`config.mk`:
```
export PLATFORM = sky130hd
export DESIGN_NAME = mc_controller
export DESIGN_NICKNAME = d
export VERILOG_FILES = /design/src/rtl/mips_ctrl_pkg.sv /design/src/rtl/alu_decoder.sv /design/src/rtl/mc_controller.sv
export SDC_FILE = /design/constraint.sdc
export NUM_CORES = 1
export LEC_CHECK = 0
export ABC_AREA = 1
export CORE_MARGIN = 8
export CORE_UTILIZATION = 35
export DETAILED_ROUTE_END_ITERATION = 8
export GPL_TIMING_DRIVEN = 1
export HOLD_SLACK_MARGIN = 0.05
export PLACE_DENSITY = 0.79
export SYNTH_ARGS = -nofsm -noshare
export SYNTH_HDL_FRONTEND = slang
export SYNTH_SLANG_ARGS = --single-unit
```
`constraint.sdc`:
```
create_clock -name clk -period 1.6 [get_ports clk]
set_input_delay 0.32 -clock clk [delete_from_list [all_inputs] [get_ports clk]]
set_output_delay 0.32 -clock clk [all_outputs]
set_load 0.005 [all_outputs]
```
`src/rtl/mips_ctrl_pkg.sv`:
```
// Shared definitions for the multicycle MIPS control path: FSM state encoding,
// opcode/funct constants, aluop encodings and the ALU operation codes.
package mips_ctrl_pkg;

    typedef enum logic [3:0] {
        ST_FETCH    = 4'd0,
        ST_DECODE   = 4'd1,
        ST_MEMADR   = 4'd2,
        ST_MEMRD    = 4'd3,
        ST_MEMWB    = 4'd4,
        ST_MEMWR    = 4'd5,
        ST_EXECUTE  = 4'd6,
        ST_ALUWB    = 4'd7,
        ST_BRANCH   = 4'd8,
        ST_ADDIEXEC = 4'd9,
        ST_ADDIWB   = 4'd10,
        ST_JUMP     = 4'd11
    } state_t;

    localparam logic [5:0] OP_RTYPE = 6'b000000;
    localparam logic [5:0] OP_LW    = 6'b100011;
    localparam logic [5:0] OP_SW    = 6'b101011;
    localparam logic [5:0] OP_BEQ   = 6'b000100;
    localparam logic [5:0] OP_ADDI  = 6'b001000;
    localparam logic [5:0] OP_J     = 6'b000010;
    localparam logic [5:0] OP_BNE   = 6'b000101;

    localparam logic [5:0] FN_ADD = 6'b100000;
    localparam logic [5:0] FN_SUB = 6'b100010;
    localparam logic [5:0] FN_AND = 6'b100100;
    localparam logic [5:0] FN_OR  = 6'b100101;
    localparam logic [5:0] FN_SLT = 6'b101010;

    localparam logic [1:0] ALUOP_ADD   = 2'b00;
    localparam logic [1:0] ALUOP_SUB   = 2'b01;
    localparam logic [1:0] ALUOP_FUNCT = 2'b10;

    localparam logic [2:0] ALU_AND = 3'b000;
    localparam logic [2:0] ALU_OR  = 3'b001;
    localparam logic [2:0] ALU_ADD = 3'b010;
    localparam logic [2:0] ALU_SUB = 3'b110;
    localparam logic [2:0] ALU_SLT = 3'b111;

endpackage

```
`src/rtl/alu_decoder.sv`:
```
// Combinational map from the controller's aluop and the instruction funct
// field to the 3-bit ALU operation code.
module alu_decoder
    import mips_ctrl_pkg::*;
(
    input  logic [1:0] aluop,
    input  logic [5:0] funct,
    output logic [2:0] alucontrol
);

    // aluop selects a fixed add/sub, or defers to funct for R-type
    always_comb begin
        alucontrol = ALU_ADD;
        case (aluop)
            ALUOP_ADD: alucontrol = ALU_ADD;
            ALUOP_SUB: alucontrol = ALU_SUB;
            ALUOP_FUNCT: begin
                case (funct)
                    FN_ADD:  alucontrol = ALU_ADD;
                    FN_SUB:  alucontrol = ALU_SUB;
                    FN_AND:  alucontrol = ALU_AND;
                    FN_OR:   alucontrol = ALU_OR;
                    FN_SLT:  alucontrol = ALU_SLT;
                    default: alucontrol = ALU_ADD;
                endcase
            end
            default: alucontrol = ALU_ADD;
        endcase
    end

endmodule

```
`src/rtl/mc_controller.sv`:
```
// Multicycle MIPS control unit: Moore FSM plus the Mealy PC enable.
// Optional bne support is enabled by defining MC_CONTROLLER_BNE_EN.
module mc_controller
    import mips_ctrl_pkg::*;
(
    input  logic       clk,
    input  logic       reset_n,
    input  logic [5:0] op,
    input  logic [5:0] funct,
    input  logic       zero,
    output logic       pcen,
    output logic       iord,
    output logic       memwrite,
    output logic       irwrite,
    output logic       regdst,
    output logic       memtoreg,
    output logic       regwrite,
    output logic       alusrca,
    output logic [1:0] alusrcb,
    output logic [1:0] pcsrc,
    output logic [2:0] alucontrol,
    output logic [3:0] state
);

    state_t     state_r;
    state_t     next_s;
    logic       pcwrite_s;
    logic       branch_s;
    logic       bne_br_s;
    logic       iord_s;
    logic       memwrite_s;
    logic       irwrite_s;
    logic       regdst_s;
    logic       memtoreg_s;
    logic       regwrite_s;
    logic       alusrca_s;
    logic [1:0] alusrcb_s;
    logic [1:0] pcsrc_s;
    logic [1:0] aluop_s;
    logic [1:0] aluop_gated_s;

    // State register with synchronous active-low reset
    always_ff @(posedge clk) begin
        if (!reset_n) begin
            state_r <= ST_FETCH;
        end else begin
            state_r <= next_s;
        end
    end

    // Next-state decode and per-state Moore outputs
    always_comb begin
        next_s     = ST_FETCH;
        pcwrite_s  = 1'b0;
        branch_s   = 1'b0;
        bne_br_s   = 1'b0;
        iord_s     = 1'b0;
        memwrite_s = 1'b0;
        irwrite_s  = 1'b0;
        regdst_s   = 1'b0;
        memtoreg_s = 1'b0;
        regwrite_s = 1'b0;
        alusrca_s  = 1'b0;
        alusrcb_s  = 2'b00;
        pcsrc_s    = 2'b00;
        aluop_s    = ALUOP_ADD;
        case (state_r)
            ST_FETCH: begin
                alusrcb_s = 2'b01;
                irwrite_s = 1'b1;
                pcwrite_s = 1'b1;
                next_s    = ST_DECODE;
            end
            ST_DECODE: begin
                alusrcb_s = 2'b11;
                case (op)
                    OP_LW, OP_SW: next_s = ST_MEMADR;
                    OP_RTYPE:     next_s = ST_EXECUTE;
                    OP_BEQ:       next_s = ST_BRANCH;
                    OP_ADDI:      next_s = ST_ADDIEXEC;
                    OP_J:         next_s = ST_JUMP;
`ifdef MC_CONTROLLER_BNE_EN
                    OP_BNE:       next_s = ST_BRANCH;
`endif
                    default:      next_s = ST_FETCH;
                endcase
            end
            ST_MEMADR: begin
                alusrca_s = 1'b1;
                alusrcb_s = 2'b10;
                next_s    = (op == OP_SW) ? ST_MEMWR : ST_MEMRD;
            end
            ST_MEMRD: begin
                iord_s = 1'b1;
                next_s = ST_MEMWB;
            end
            ST_MEMWB: begin
                memtoreg_s = 1'b1;
                regwrite_s = 1'b1;
                next_s     = ST_FETCH;
            end
            ST_MEMWR: begin
                iord_s     = 1'b1;
                memwrite_s = 1'b1;
                next_s     = ST_FETCH;
            end
            ST_EXECUTE: begin
                alusrca_s = 1'b1;
                aluop_s   = ALUOP_FUNCT;
                next_s    = ST_ALUWB;
            end
            ST_ALUWB: begin
                regdst_s   = 1'b1;
                regwrite_s = 1'b1;
                next_s     = ST_FETCH;
            end
            ST_ADDIEXEC: begin
                alusrca_s = 1'b1;
                alusrcb_s = 2'b10;
                next_s    = ST_ADDIWB;
            end
            ST_ADDIWB: begin
                regwrite_s = 1'b1;
                next_s     = ST_FETCH;
            end
            ST_BRANCH: begin
                alusrca_s = 1'b1;
                aluop_s   = ALUOP_SUB;
                pcsrc_s   = 2'b01;
                branch_s  = (op == OP_BEQ);
`ifdef MC_CONTROLLER_BNE_EN
                bne_br_s  = (op == OP_BNE);
`else
                bne_br_s  = 1'b0;
`endif
                next_s    = ST_FETCH;
            end
            ST_JUMP: begin
                pcsrc_s   = 2'b10;
                pcwrite_s = 1'b1;
                next_s    = ST_FETCH;
            end
            default: next_s = ST_FETCH;
        endcase
    end

    // While reset is low every output is forced to its idle value, so an
    // aborted instruction can never leave a write enable high.
    assign aluop_gated_s = reset_n ? aluop_s : ALUOP_ADD;

    alu_decoder u_alu_decoder (
        .aluop      (aluop_gated_s),
        .funct      (funct),
        .alucontrol (alucontrol)
    );

    assign pcen     = reset_n & (pcwrite_s | (branch_s & zero) | (bne_br_s & ~zero));
    assign iord     = reset_n & iord_s;
    assign memwrite = reset_n & memwrite_s;
    assign irwrite  = reset_n & irwrite_s;
    assign regdst   = reset_n & regdst_s;
    assign memtoreg = reset_n & memtoreg_s;
    assign regwrite = reset_n & regwrite_s;
    assign alusrca  = reset_n & alusrca_s;
    assign alusrcb  = reset_n ? alusrcb_s : 2'b00;
    assign pcsrc    = reset_n ? pcsrc_s : 2'b00;
    assign state    = reset_n ? state_r : ST_FETCH;

endmodule
```
# Word-level counts from Yosys, hierarchy flattened
# Cells that the tools add are included.
dict set report op_classes {
  eq_ne 22
  mux 21
  bitwise 10
  n_reduce_logical 8
}
# operator count
set ops {}
lappend ops {{$eq 6x6->1 const B} 6}
lappend ops {{$pmux 4 s6} 1}
lappend ops {{$pmux 4 s5} 1}
lappend ops {{$eq 4x3->1 const B} 4}
lappend ops {{$eq 4x4->1 const B} 4}
lappend ops {{$pmux 3 s4} 1}
lappend ops {{$and 1x1->1} 9}
lappend ops {{$mux 1} 9}
lappend ops {{$eq 4x2->1 const B} 2}
lappend ops {{$pmux 2 s2} 2}
lappend ops {{$reduce_or 2->1} 4}
lappend ops {{$eq 6x2->1 const B} 1}
lappend ops {{$eq 6x3->1 const B} 1}
lappend ops {{$eq 6x4->1 const B} 1}
lappend ops {{$logic_not 6->1} 1}
lappend ops {{$mux 2} 3}
lappend ops {{$pmux 2 s3} 1}
lappend ops {{$pmux 3 s2} 1}
lappend ops {{$eq 4x1->1 const B} 1}
lappend ops {{$logic_not 4->1} 1}
lappend ops {{$mux 4} 1}
lappend ops {{$reduce_or 4->1} 1}
lappend ops {{$mux 3} 1}
lappend ops {{$reduce_or 3->1} 1}
lappend ops {{3 further kinds} 3}
dict set report totals {
  reg_bits 4
  in_bits 15
  word_cells 62
}

# Logic depth before layout (Yosys ltp)
# Gate-level depths: netlist of the first run.
dict set report logic_depth {
  depth_word 5
  depth_mapped 10
}

# By module
# Synthesis of the first run repeated with hierarchy kept, for this count alone.
dict set report unflattened {
  cells_unflattened 139
  hier_area_um2 693.2
}
# mod instances cells_per_inst area_per_inst_um2
set modules_own_cells {}
lappend modules_own_cells {mc_controller 1 102 519.2}
lappend modules_own_cells {alu_decoder 1 37 173.9}

# Worst setup path after synthesis of the first run
# Ideal clock, no wire load.
dict set report synth_timing {
  path_type {flip-flop to output port}
  startpoint {register state_r[0]}
  endpoint {output alucontrol[0]}
  arrival_time_ns 1.438
  slack_ns -0.158
  stages_incl_launch_ff 9
  n_path_buf 0
  cell_sequence {dfxtp_1 -> inv_2 -> nand2_2 -> nor2_2 -> nand2_1 -> inv_1 -> ha_1 -> or2_2 -> nor2_1}
}
dict set report synth_via {
  elab_chain_cells 5
  elab_cells_between_ends 7
}
# item line
set synth_rtl {}
lappend synth_rtl {{start, declared} mc_controller.sv:25} ;# state_t state_r;
lappend synth_rtl {{start signal, assigned} mc_controller.sv:47} ;# state_r <= next_s;
lappend synth_rtl {{$eq 4x4->1 or $eq 4x3->1 (tied branches)} mc_controller.sv:67} ;# case (state_r)
lappend synth_rtl {{$pmux 2 s2 *} mc_controller.sv:67}
lappend synth_rtl {{$mux 2 *} mc_controller.sv:149} ;# assign aluop_gated_s = reset_n ? aluop_s : ALUOP_ADD;
lappend synth_rtl {{$eq 2x2->1 or $eq 2x1->1 (tied branches)} alu_decoder.sv:14} ;# case (aluop)
lappend synth_rtl {{$pmux 3 s2 *} alu_decoder.sv:14}
lappend synth_rtl {{end, declared} mc_controller.sv:21} ;# output logic [2:0] alucontrol,
# Mark *: on every way between the ends. The rest lies on a longest branch, timed or not.

# Final worst setup path of the first run
dict set report layout_timing {
  startpoint {register state_r[3]}
  endpoint {output alucontrol[1]}
}
# The elaborated chain is that of the path after synthesis.

==> results of run 1 <==
-- power by group through the flow --
stage / clock network [W] / registers, W / logic [W]
4_1_cts: 0.000151 / 0.000106 / 0.000195
3_3_place_gp: 0 / 0.000109 / 0.000173
5_1_grt: 0.000156 / 0.000105 / 0.000223
2_1_floorplan: 0 / 0.000110 / 0.0000647
6_report: 0.000152 / 0.000105 / 0.000206
3_5_place_dp: 0 / 0.000109 / 0.000180
-- worst paths after layout --
check / from / to / slack [ns] / cells after the start
max: state_r[3] / alucontrol[1] / -0.35 / 11
min: reset_n / state_r[2] / 0.48 / 4
max reg2reg: state_r[3] / state_r[1] / 0.17 / 10
min reg2reg: state_r[2] / state_r[3] / 0.82 / 5
-- final cells by class --
type / count / area [um2]
Timing Repair Buffer: 78 / 626
Multi-Input combinational cell: 95 / 591
Inverter: 29 / 121
Clock buffer: 4 / 26.3
Sequential cell: 4 / 95.1
Fill cell: 112 / 274
Tap cell: 25 / 31.3
-- worst register-to-register path: stages (launching register included) --
cell and delay [ns]:
dfxtp_4 0.37, buf_4 0.14, nor2_4 0.16, inv_4 0.07
buf_4 0.13, buf_4 0.13, nor2_4 0.09, inv_2 0.04
a21oi_2 0.09, nor2_1 0.05, nor2_1 0.07
-- synth_stat cells, types with 2 or more instances --
cell type | count | share of area, %
nor2_2 | 5 | 4.7
nor2_1 | 26 | 15
and3_1 | 2 | 1.9
inv_1 | 26 | 15
nand2_1 | 29 | 16
nand3_1 | 12 | 9.0
inv_2 | 3 | 1.7
o21ai_0 | 2 | 1.5
ha_1 | 2 | 3.8
buf_2 | 2 | 1.5
a21oi_1 | 6 | 4.5
nand2_2 | 2 | 1.9
dfxtp_1 | 4 | 12
-- layer usage --
metal	routed length, um	global-route usage, %
met2	1660	35.3
met5	0	0
met1	1200	17.6
met4	160	5.78
met3	197	4.99
-- placed cells by master, fill, tap and decap left out, types with 2 or more instances in the layout --
master and instances:
nor2_1 21, clkbuf_4 3, buf_4 40, a21oi_2 3, nand2_4 3, buf_6 7
nor2_2 4, nor2_4 7, nand2_1 25, o21ai_1 2, dfxtp_4 4, clkbuf_2 4
inv_4 5, clkdlybuf4s50_1 13, nand2_2 3, ha_4 2, inv_1 18, buf_2 10
nand3_1 10, a21oi_1 4, dlymetal6s2s_1 3, inv_2 6
-- logic make-up after synthesis --
kind of cell	synth area share (%)
AND/OR/NAND/NOR	55.6
buffers and inverters	19.6
AO/OA/AOI/OAI	9.04
flip-flops	12.1
adder cells (fa/ha/maj)	3.77
-- repair_timing --
item / 4_1_cts / 5_1_grt
setup endpoints to repair: 19 / 17
hold buffers: 0 / 0
pin swaps: 10 / 3
gates resized for setup: 87 / 24
setup buffers: 8 / 6
endpoints found under the hold margin: 0 / 0
-- through the flow --
| stage | setup slack (ns) | setup TNS [ns] | total power (W) | hold WS, ns | area [um2] |
|---|---|---|---|---|---|
| final | -0.345 | -1.54 | 0.000463 | 0.479 | 1490 |
| after global routing | -0.397 | -2.24 | 0.000484 | 0.493 | 1490 |
| after CTS | -0.288 | -1.28 | 0.000451 | 0.649 | 1430 |
| after detailed placement | -0.912 | -10.98 | 0.000289 | 0.725 | 1300 |
| after global placement | -0.835 | -10.0 | 0.000283 | 0.711 | 1300 |
| after floorplan | 0.00608 | 0 | 0.000175 | 0.553 | 696 |
==> run metrics, run 1 <==
syn avg cell area=5.07 um2; Final Non-Filler Cells=235; Async S/R FF share, synth=0%; P_int=0.000308 W; synthesized cell area=664 um2; Die X=59.6 um; Startpoint Class=register; skew final=0.0189 ns; Crit. End Element=primary output; max FFs per register=4; proportion of layout cells with a drive suffix above 1=51.0%; peak supply drop=0.000468 V; Nets=228; Via Count=1121; DR DRC count=0; Yosys reg bits=4; Pins Over Slew Limit=0; synth unique cells=23; Max-Cap Viols=0; Post-synth EDFFs=0; clock-pin slew on the worst setup and hold paths=0.05 ns; Worst-Margin Slew=0.195 ns; DR vias/cell=4.77; H-Tree Depth=1; Ys Warns=0; n_diodes=0; grt ovf=0; Layout Utilization=84.5%; Period Utilization, post-route=122%; Power per Cell Area=311 mW/mm2; clock root buffer=clkbuf_4; clk buf depth=2; worst path required time=1.28 ns; gpl congestion=0.833; I/O pin total=34; largest net degree at the start of global routing=8; crit path DAT=1.63 ns; final wirelength=3220 um; CTS buffer count=3; Sequential Power Share=22.7%; Starting DRT DRC Count=18; clock network power share=32.8%; Syn Nets=148; Hold Path Class=in -> reg; Post-Synthesis Cells=131; final hold viol count=0; IO buf count=33; Peak Freq=514 MHz; CTS tree=yes; CP top delay family=simple AND/OR/NAND/NOR gates; failing checks=negative setup slack; Die ar.=0.00355 mm2; Net Sw Power=0.000156 W; register with the most flip-flops=state_r; Leak=0.837 nW; initial core utilization=37.7%; sequential share of the synthesized area=12.1%; Top cell by count, worst path=nand2_1; crit path time final=1.95 ns; core area=0.00176 mm2; clk_lat worst skew=0.26 ns; initial antenna violation count=0; drt pass-1 iters=4; Sink Count=4; Comb pwr share=44.5%; Crit-path slowest cell=dfxtp_4; Net Sw Frac=33.6%; min setup slack post-route=-0.345 ns; final setup violation count=11; ordered list of cells on the worst path=inv_4 -> nand2_4 -> nor2_4 -> nand2_2 -> buf_4 -> ha_4 -> inv_2 -> nand2_1 -> nor2_1 -> nand2_1 -> buf_2; GRT Total Usage=18.1%; post-detail-place hpwl=2210 um; Cells after DPL=221; CP max stage delay=0.37 ns; floorplan row count=15; Synth Flop Type=dfxtp_1; Buf+Inv Stages, Crit Path=4; largest registers=state_r (4); Die Span Y=59.6 um; CP max FO=4; first-pass GRT wire length=5110 um; post-detailed-route count of antenna-violating nets=0; CP Class=reg -> out; RSZ-0062 raised after global routing=yes; outcome=complete, but fails checks; Max transition margin=87.0%; vias in the first global route=1196; Area Overhead vs Synth=124%; routed len/inst=13.7 um
No activity file was read; power rests on OpenSTA's default activity.
==> run 2: changes to the inputs <==
--- a/config.mk
+++ b/config.mk
@@ -7,11 +7,13 @@
 export LEC_CHECK = 0
 export ABC_AREA = 1
 export CORE_MARGIN = 8
-export CORE_UTILIZATION = 35
+export CORE_UTILIZATION = 40
 export DETAILED_ROUTE_END_ITERATION = 8
+export DONT_BUFFER_PORTS = 1
 export GPL_TIMING_DRIVEN = 1
 export HOLD_SLACK_MARGIN = 0.05
-export PLACE_DENSITY = 0.79
+export PLACE_DENSITY = 0.6
+export SKIP_LAST_GASP = 1
 export SYNTH_ARGS = -nofsm -noshare
 export SYNTH_HDL_FRONTEND = slang
 export SYNTH_SLANG_ARGS = --single-unit
==> run 2 against run 1 <==
  * The flow still finishes with violations (negative setup slack)
  * Non-clock buffer count down 59
  * Largest cell class is now multi-input gates
  * Register-to-register slack better by 0.12 ns
  * Via count down 25%
  * Maximum frequency increased by 11%
  * Clock skew down 0.010 ns
  * Global-route usage decreased by 5.6 points
  * Critical path depth decreased by 3
  * First-iteration DRC count is 5.6% higher
  * Sequential share of layout area grew 2.9 points
  * Routed wire length decreased by 33%
  * Cell area fell by 33%
  * Highest routed layer unchanged
==> run metrics, run 2 (synthesis gave the netlist of run 1 again) <==
outcome=complete, but fails checks (unchanged); failing checks=negative setup slack (unchanged); Die X=56.8 um (was 59.6 um); Crit. End Element=primary output (unchanged); Via Count=839 (was 1121); final wirelength=2150 um (was 3220 um); CTS buffer count=3 (unchanged); P_int=0.000239 W (was 0.000308 W); routed len/inst=12.9 um (was 13.7 um); CP max stage delay=0.36 ns (was 0.37 ns); Final Non-Filler Cells=167 (was 235); crit path time final=1.75 ns (was 1.95 ns); Hold WS=0.190 ns (was 0.479 ns); crit path DAT=1.43 ns (was 1.63 ns); initial antenna violation count=0 (unchanged); final hold viol count=0 (unchanged); vias in the first global route=800 (was 1196); total negative slack=-0.385 ns (was -1.54 ns); GRT Total Usage=12.5% (was 18.1%); grt ovf=0 (unchanged); clk buf depth=2 (unchanged); ordered list of cells on the worst path=inv_4 -> nand2_4 -> nor2_4 -> nand2_2 -> inv_2 -> ha_4 -> or2_4 -> nor2_4 (was inv_4 -> nand2_4 -> nor2_4 -> nand2_2 -> buf_4 -> ha_4 -> inv_2 -> nand2_1 -> nor2_1 -> nand2_1 -> buf_2); largest registers=state_r (4) (unchanged); DR DRC count=0 (unchanged); RSZ-0062 raised after global routing=yes (unchanged); post-detail-place hpwl=1630 um (was 2210 um); post-detailed-route count of antenna-violating nets=0 (unchanged); register with the most flip-flops=state_r (unchanged); initial core utilization=43.6% (was 37.7%); Area Overhead vs Synth=49.9% (was 124%); Cells after DPL=155 (was 221); Die Span Y=56.8 um (was 59.6 um); clock network power share=39.6% (was 32.8%); Leak=0.503 nW (was 0.837 nW); Net Sw Frac=32.2% (was 33.6%); CP max FO=3 (was 4); GRT met3 Usage=5.39% (was 4.99%); total power=0.000353 W (was 0.000463 W); met2 usage=21.5% (was 35.3%); final setup violation count=3 (was 11); Worst-Margin Slew=0.429 ns (was 0.195 ns); Net Sw Power=0.000114 W (was 0.000156 W); Multi-input gate area=593 um2 (was 591 um2); Top cell by count, worst path=nor2_4 (was nand2_1); Period Utilization, post-route=110% (was 122%); Crit-path slowest cell=dfxtp_4 (unchanged); floorplan row count=14 (was 15); # fillers=142 (was 112); clock root buffer=clkbuf_4 (unchanged); peak supply drop=0.000316 V (was 0.000468 V); Max transition margin=71.4% (was 87.0%); IO buf count=0 (was 33); met1 usage=13.1% (was 17.6%); min setup slack post-route=-0.153 ns (was -0.345 ns); CP Class=reg -> out (unchanged); most common cell after layout, fill and taps aside=nand2_1 (was buf_4); core area=0.00152 mm2 (was 0.00176 mm2); Comb pwr share=30.5% (was 44.5%); gpl congestion=0.770 (was 0.833); drt pass-1 iters=5 (was 4); register area=92.6 um2 (was 95.1 um2); Peak Freq=571 MHz (was 514 MHz); max FFs per register=4 (unchanged); clk_lat worst skew=0.24 ns (was 0.26 ns); Power per Cell Area=354 mW/mm2 (was 311 mW/mm2); Starting DRT DRC Count=19 (was 18); Sink Count=4 (unchanged); CTS tree=yes (unchanged); DR vias/cell=5.02 (was 4.77); clock-pin slew on the worst setup and hold paths=0.04 ns (was 0.05 ns); busiest grt layer=met2 (unchanged); commonest cells after routing, fill and taps aside=nand2_1 (26), inv_1 (20), nor2_1 (20), buf_4 (17), nand3_1 (11) (was buf_4 (40), nand2_1 (25), nor2_1 (21), inv_1 (18), clkdlybuf4s50_1 (13)); Nets=169 (was 228); hold buffers post-CTS=0 (unchanged); Max-Cap Viols=0 (unchanged); I/O pin total=34 (unchanged); Pins Over Slew Limit=0 (unchanged); first-pass GRT wire length=3420 um (was 5110 um); n_diodes=0 (unchanged); largest net degree at the start of global routing=13 (was 8); worst path required time=1.28 ns (about the same); Die ar.=0.00322 mm2 (was 0.00355 mm2); skew final=0.00858 ns (was 0.0189 ns); proportion of layout cells with a drive suffix above 1=41.7% (was 51.0%); Startpoint Class=register (unchanged); Sequential Power Share=29.9% (was 22.7%); H-Tree Depth=1 (unchanged); Hold Path Class=in -> reg (unchanged)
[run 2: changes by cell type in the layout (fill, tap and decap cells not counted), sizes merged]
cell / previous run / this run
dlygate4sd2: 1 / 0
clkdlybuf4s50: 13 / 0
buf: 57 / 19
dlymetal6s2s: 3 / 0
clkbuf: 8 / 4
[run 2: power groups by stage]
| stage | clock network [W] | logic (W) | registers [W] |
|---|---|---|---|
| after CTS | 0.000147 | 0.0000897 | 0.000108 |
| after detailed placement | 0 | 0.0000840 | 0.000109 |
| final | 0.000140 | 0.000107 | 0.000105 |
| after floorplan | 0 | 0.0000647 | 0.000110 |
| after global routing | 0.000153 | 0.000121 | 0.000106 |
| after global placement | 0 | 0.0000828 | 0.000109 |
[run 2: layout make-up]
class / count / area share (%)
Timing Repair Buffer: 19 / 15.1
Inverter: 29 / 11.4
Tap cell: 16 / 2.01
Clock buffer: 4 / 2.64
Sequential cell: 4 / 9.30
Multi-Input combinational cell: 95 / 59.5
[run 2: what timing repair did]
item,in CTS,in global routing
resized for setup,12,26
pin swaps,6,9
setup endpoints to repair,7,8
setup buffers,3,5
[run 2: per-stage QoR]
step | util, % | cell area, um2 | setup WS [ns]
after floorplan | - | 696 | 0.00608
after global placement | 50.8 | 774 | 0.0157
after detailed placement | 50.8 | 774 | -0.0109
after CTS | 56.8 | 866 | -0.164
after global routing | 65.4 | 996 | -0.232
final | 65.4 | 996 | -0.153
[run 2: critical path, delay by kind of cell, from the launching register on]
kind / cells / cell delay (ns)
adder cells (fa/ha/maj): 1 / 0.19
buffers and inverters: 2 / 0.12
flip-flops: 1 / 0.36
AND/OR/NAND/NOR: 5 / 0.52
[run 2: path summary, 6_finish.rpt]
path / from / to / slack (ns) / depth (start not counted)
worst min register to register: state_r[3] / state_r[3] / 0.69 / 5
worst max-delay path: state_r[0] / alucontrol[0] / -0.15 / 8
worst min-delay path: reset_n / state_r[2] / 0.19 / 2
worst max register to register: state_r[2] / state_r[1] / 0.29 / 9
[run 2: metal layers]
metal | share of wire (%) | vias to the layer above | routed length (um)
li1 | - | 438 | -
met3 | 9.0 | 4 | 193
met2 | 52 | 28 | 1110
met1 | 38 | 369 | 827
met4 | 0.79 | 0 | 17
met5 | 0 | - | 0
==> run 3: changes to the inputs <==
--- a/config.mk
+++ b/config.mk
@@ -5,8 +5,7 @@
 export SDC_FILE = /design/constraint.sdc
 export NUM_CORES = 1
 export LEC_CHECK = 0
-export ABC_AREA = 1
-export CORE_MARGIN = 8
+export CORE_MARGIN = 2
 export CORE_UTILIZATION = 40
 export DETAILED_ROUTE_END_ITERATION = 8
 export DONT_BUFFER_PORTS = 1
==> run 3 against run 2 <==
  * The run still ends with negative setup slack left
  * Global-route usage rose by 6.9 points
  * Core utilization fell by 2.7 points
  * Worst hold slack improved by 0.027 ns
  * Register-to-register slack got worse by 0.19 ns
  * Clock-buffer cell count fell by 1
  * Routed wire length fell by 27%
  * Sequential share of layout area rose by 1.9 points
  * Setup slack got worse by 0.028 ns
  * Cell area fell by 17%
  * Critical endpoint is now alucontrol[1]
  * Largest cell class unchanged
==> run metrics, run 3 <==
vias in the first global route=619 (was 800); Post-Synthesis Cells=87 (was 131); Die ar.=0.00175 mm2 (was 0.00322 mm2); largest registers=state_r (4) (unchanged); Nets=118 (was 169); cell area after layout=826 um2 (was 996 um2); share of Yosys cell area claimed by the top area cell type=14.0% (was 16.4%); post-detailed-route count of antenna-violating nets=0 (unchanged); hold path start=reset_n (unchanged); n_diodes=0 (unchanged); gpl congestion=0.806 (was 0.770); Peak Freq=562 MHz (was 571 MHz); Hold Path Class=in -> reg (unchanged); CTS buffer count=3 (unchanged); floorplan row count=13 (was 14); routed len/inst=13.7 um (was 12.9 um); Post-synth EDFFs=0 (unchanged); Net Sw Power=0.0000854 W (was 0.000114 W); Yosys reg bits=4 (unchanged); crit path time final=1.78 ns (was 1.75 ns); Die Span Y=41.8 um (was 56.8 um); Leak=0.287 nW (was 0.503 nW); Area Overhead vs Synth=44.4% (was 49.9%); Cells after DPL=109 (was 155); IO buf count=0 (unchanged); final hold viol count=0 (unchanged); Period Utilization, post-route=111% (was 110%); Sequential Power Share=34.2% (was 29.9%); grt ovf=0 (unchanged); clock-pin slew on the worst setup and hold paths=0.04 ns (about the same); Starting DRT DRC Count=16 (was 19); Comb pwr share=26.9% (was 30.5%); Hold WS=0.218 ns (was 0.190 ns); final setup violation count=4 (was 3); min setup slack post-route=-0.180 ns (was -0.153 ns); Synth Flop Type=dfxtp_1 (unchanged); crit path DAT=1.46 ns (was 1.43 ns); CP max FO=4 (was 3); Worst-Margin Slew=0.260 ns (was 0.429 ns); Crit. End Element=primary output (unchanged); synth top area cells=dfxtp_1 (14%), nor3b_1 (6.6%), nor3_1 (6.1%) (was nand2_1 (16%), inv_1 (15%), nor2_1 (15%)); initial antenna violation count=0 (unchanged); Power per Cell Area=376 mW/mm2 (was 354 mW/mm2); post-detail-place hpwl=1230 um (was 1630 um); clk_lat worst skew=0.23 ns (was 0.24 ns); syn avg cell area=6.57 um2 (was 5.07 um2); Via Count=663 (was 839); Async S/R FF share, synth=0% (unchanged); CP Class=reg -> out (unchanged); DR DRC count=0 (unchanged); reg2reg start=state_r[2] (unchanged); Die X=41.8 um (was 56.8 um); clock root buffer=clkbuf_4 (unchanged); proportion of layout cells with a drive suffix above 1=45.5% (was 41.7%); GRT Total Usage=19.4% (was 12.5%); core area=0.00132 mm2 (was 0.00152 mm2); P_int=0.000225 W (was 0.000239 W); I/O pin total=34 (unchanged); first-pass GRT wire length=2700 um (was 3420 um); register with the most flip-flops=state_r (unchanged); peak supply drop=0.000442 V (was 0.000316 V); total negative slack=-0.467 ns (was -0.385 ns); DP Worst Slack=-0.0495 ns (was -0.0109 ns); skew final=0.00482 ns (was 0.00858 ns); Final Non-Filler Cells=114 (was 167); H-Tree Depth=1 (unchanged); max FFs per register=4 (unchanged); Syn Nets=104 (was 148); Max transition margin=82.6% (was 71.4%); outcome=complete, but fails checks (unchanged); Sink Count=4 (unchanged); synth unique cells=35 (was 23); initial core utilization=43.4% (was 43.6%); RSZ-0062 raised after global routing=yes (unchanged); Critical Path Source=state_r[0] (unchanged); DR vias/cell=5.82 (was 5.02); most common cell after layout, fill and taps aside=buf_4 (was nand2_1); Pins Over Slew Limit=0 (unchanged); top cells by count, synth=nand2_1 (9), nor2_1 (7), nor3_1 (7), a21oi_1 (5), nor3b_1 (5) (was nand2_1 (29), inv_1 (26), nor2_1 (26), nand3_1 (12), a21oi_1 (6)); clk buf depth=2 (unchanged); worst path required time=1.28 ns (about the same); final wirelength=1560 um (was 2150 um); Max-Cap Viols=0 (unchanged); Startpoint Class=register (unchanged); top-count cell post-synth=nand2_1 (unchanged); placed cell area=691 um2 (was 774 um2); synthesized cell area=572 um2 (was 664 um2); sequential share of the synthesized area=14.0% (was 12.1%); largest net degree at the start of global routing=13 (unchanged); failing checks=negative setup slack (unchanged); commonest cells after routing, fill and taps aside=buf_4 (13), nand2_1 (8), nor3_1 (6), nor2_1 (5) (was nand2_1 (26), inv_1 (20), nor2_1 (20), buf_4 (17), nand3_1 (11)); drt pass-1 iters=4 (was 5); Ys Warns=0 (unchanged); clock network power share=38.9% (was 39.6%); Yosys top cell by area=dfxtp_1 (was nand2_1); Net Sw Frac=27.5% (was 32.2%); CTS tree=yes (unchanged)
[run 3: through the flow]
| step | util [%] | power [W] |
|---|---|---|
| after detailed placement | 52.4 | 0.000180 |
| after floorplan | - | 0.000168 |
| after global routing | 62.7 | 0.000337 |
| after CTS | 57.6 | 0.000310 |
| after global placement | 52.4 | 0.000179 |
| final | 62.7 | 0.000310 |
[run 3: layer usage]
layer  share of wire (%)  GRT usage (%)  vias up
li1                    -              -      339
met1                  45           24.1      308
met2                  50           33.4       16
met3                 4.6           6.52        0
met4                   0           1.94        0
met5                   0              0        -
[run 3: path summary, 6_finish.rpt]
| check | to | slack, ns | depth (start not counted) |
|---|---|---|---|
| worst max-delay path | alucontrol[1] | -0.18 | 5 |
| worst min-delay path | state_r[1] | 0.22 | 1 |
| worst max register to register | state_r[1] | 0.10 | 5 |
| worst min register to register | state_r[2] | 0.58 | 3 |
[run 3: kinds of logic after synthesis]
| kind of cell | Yosys count | share of synthesized area [%] |
|---|---|---|
| simple gates | 49 | 46.8 |
| buf+inv | 9 | 5.91 |
| flops | 4 | 14.0 |
| fa+ha+maj | 2 | 4.38 |
| xor+xnor | 3 | 4.60 |
| compound gates | 20 | 24.3 |
[run 3: layout make-up]
cell class / count / area (um2)
inverters: 4 / 15.0
fillers: 118 / 492
flip-flops and latches: 4 / 92.6
clock buffers: 3 / 22.5
well taps: 15 / 18.8
multi-input cells: 74 / 568
repair buffers: 14 / 109
[run 3: timing repair]
action	4_1_cts	5_1_grt
setup buffers	2	0
gates resized for setup	11	15
hold buffers	0	0
endpoints found under the setup margin	10	11
pin swaps	6	4
[run 3: worst max-delay path, stage by stage, from the launching register on]
cell	delay [ns]
dfxtp_4	0.35
nor2_4	0.11
nand2_2	0.06
or2_4	0.24
ha_4	0.22
a211o_1	0.24
[run 3: power groups by stage]
stage	combinational, W	clock (W)	sequential, W
floorplan	0.0000611	0	0.000107
global placement	0.0000694	0	0.000110
detailed placement	0.0000698	0	0.000110
CTS	0.0000766	0.000126	0.000108
global route	0.0000926	0.000138	0.000107
finish	0.0000834	0.000121	0.000106
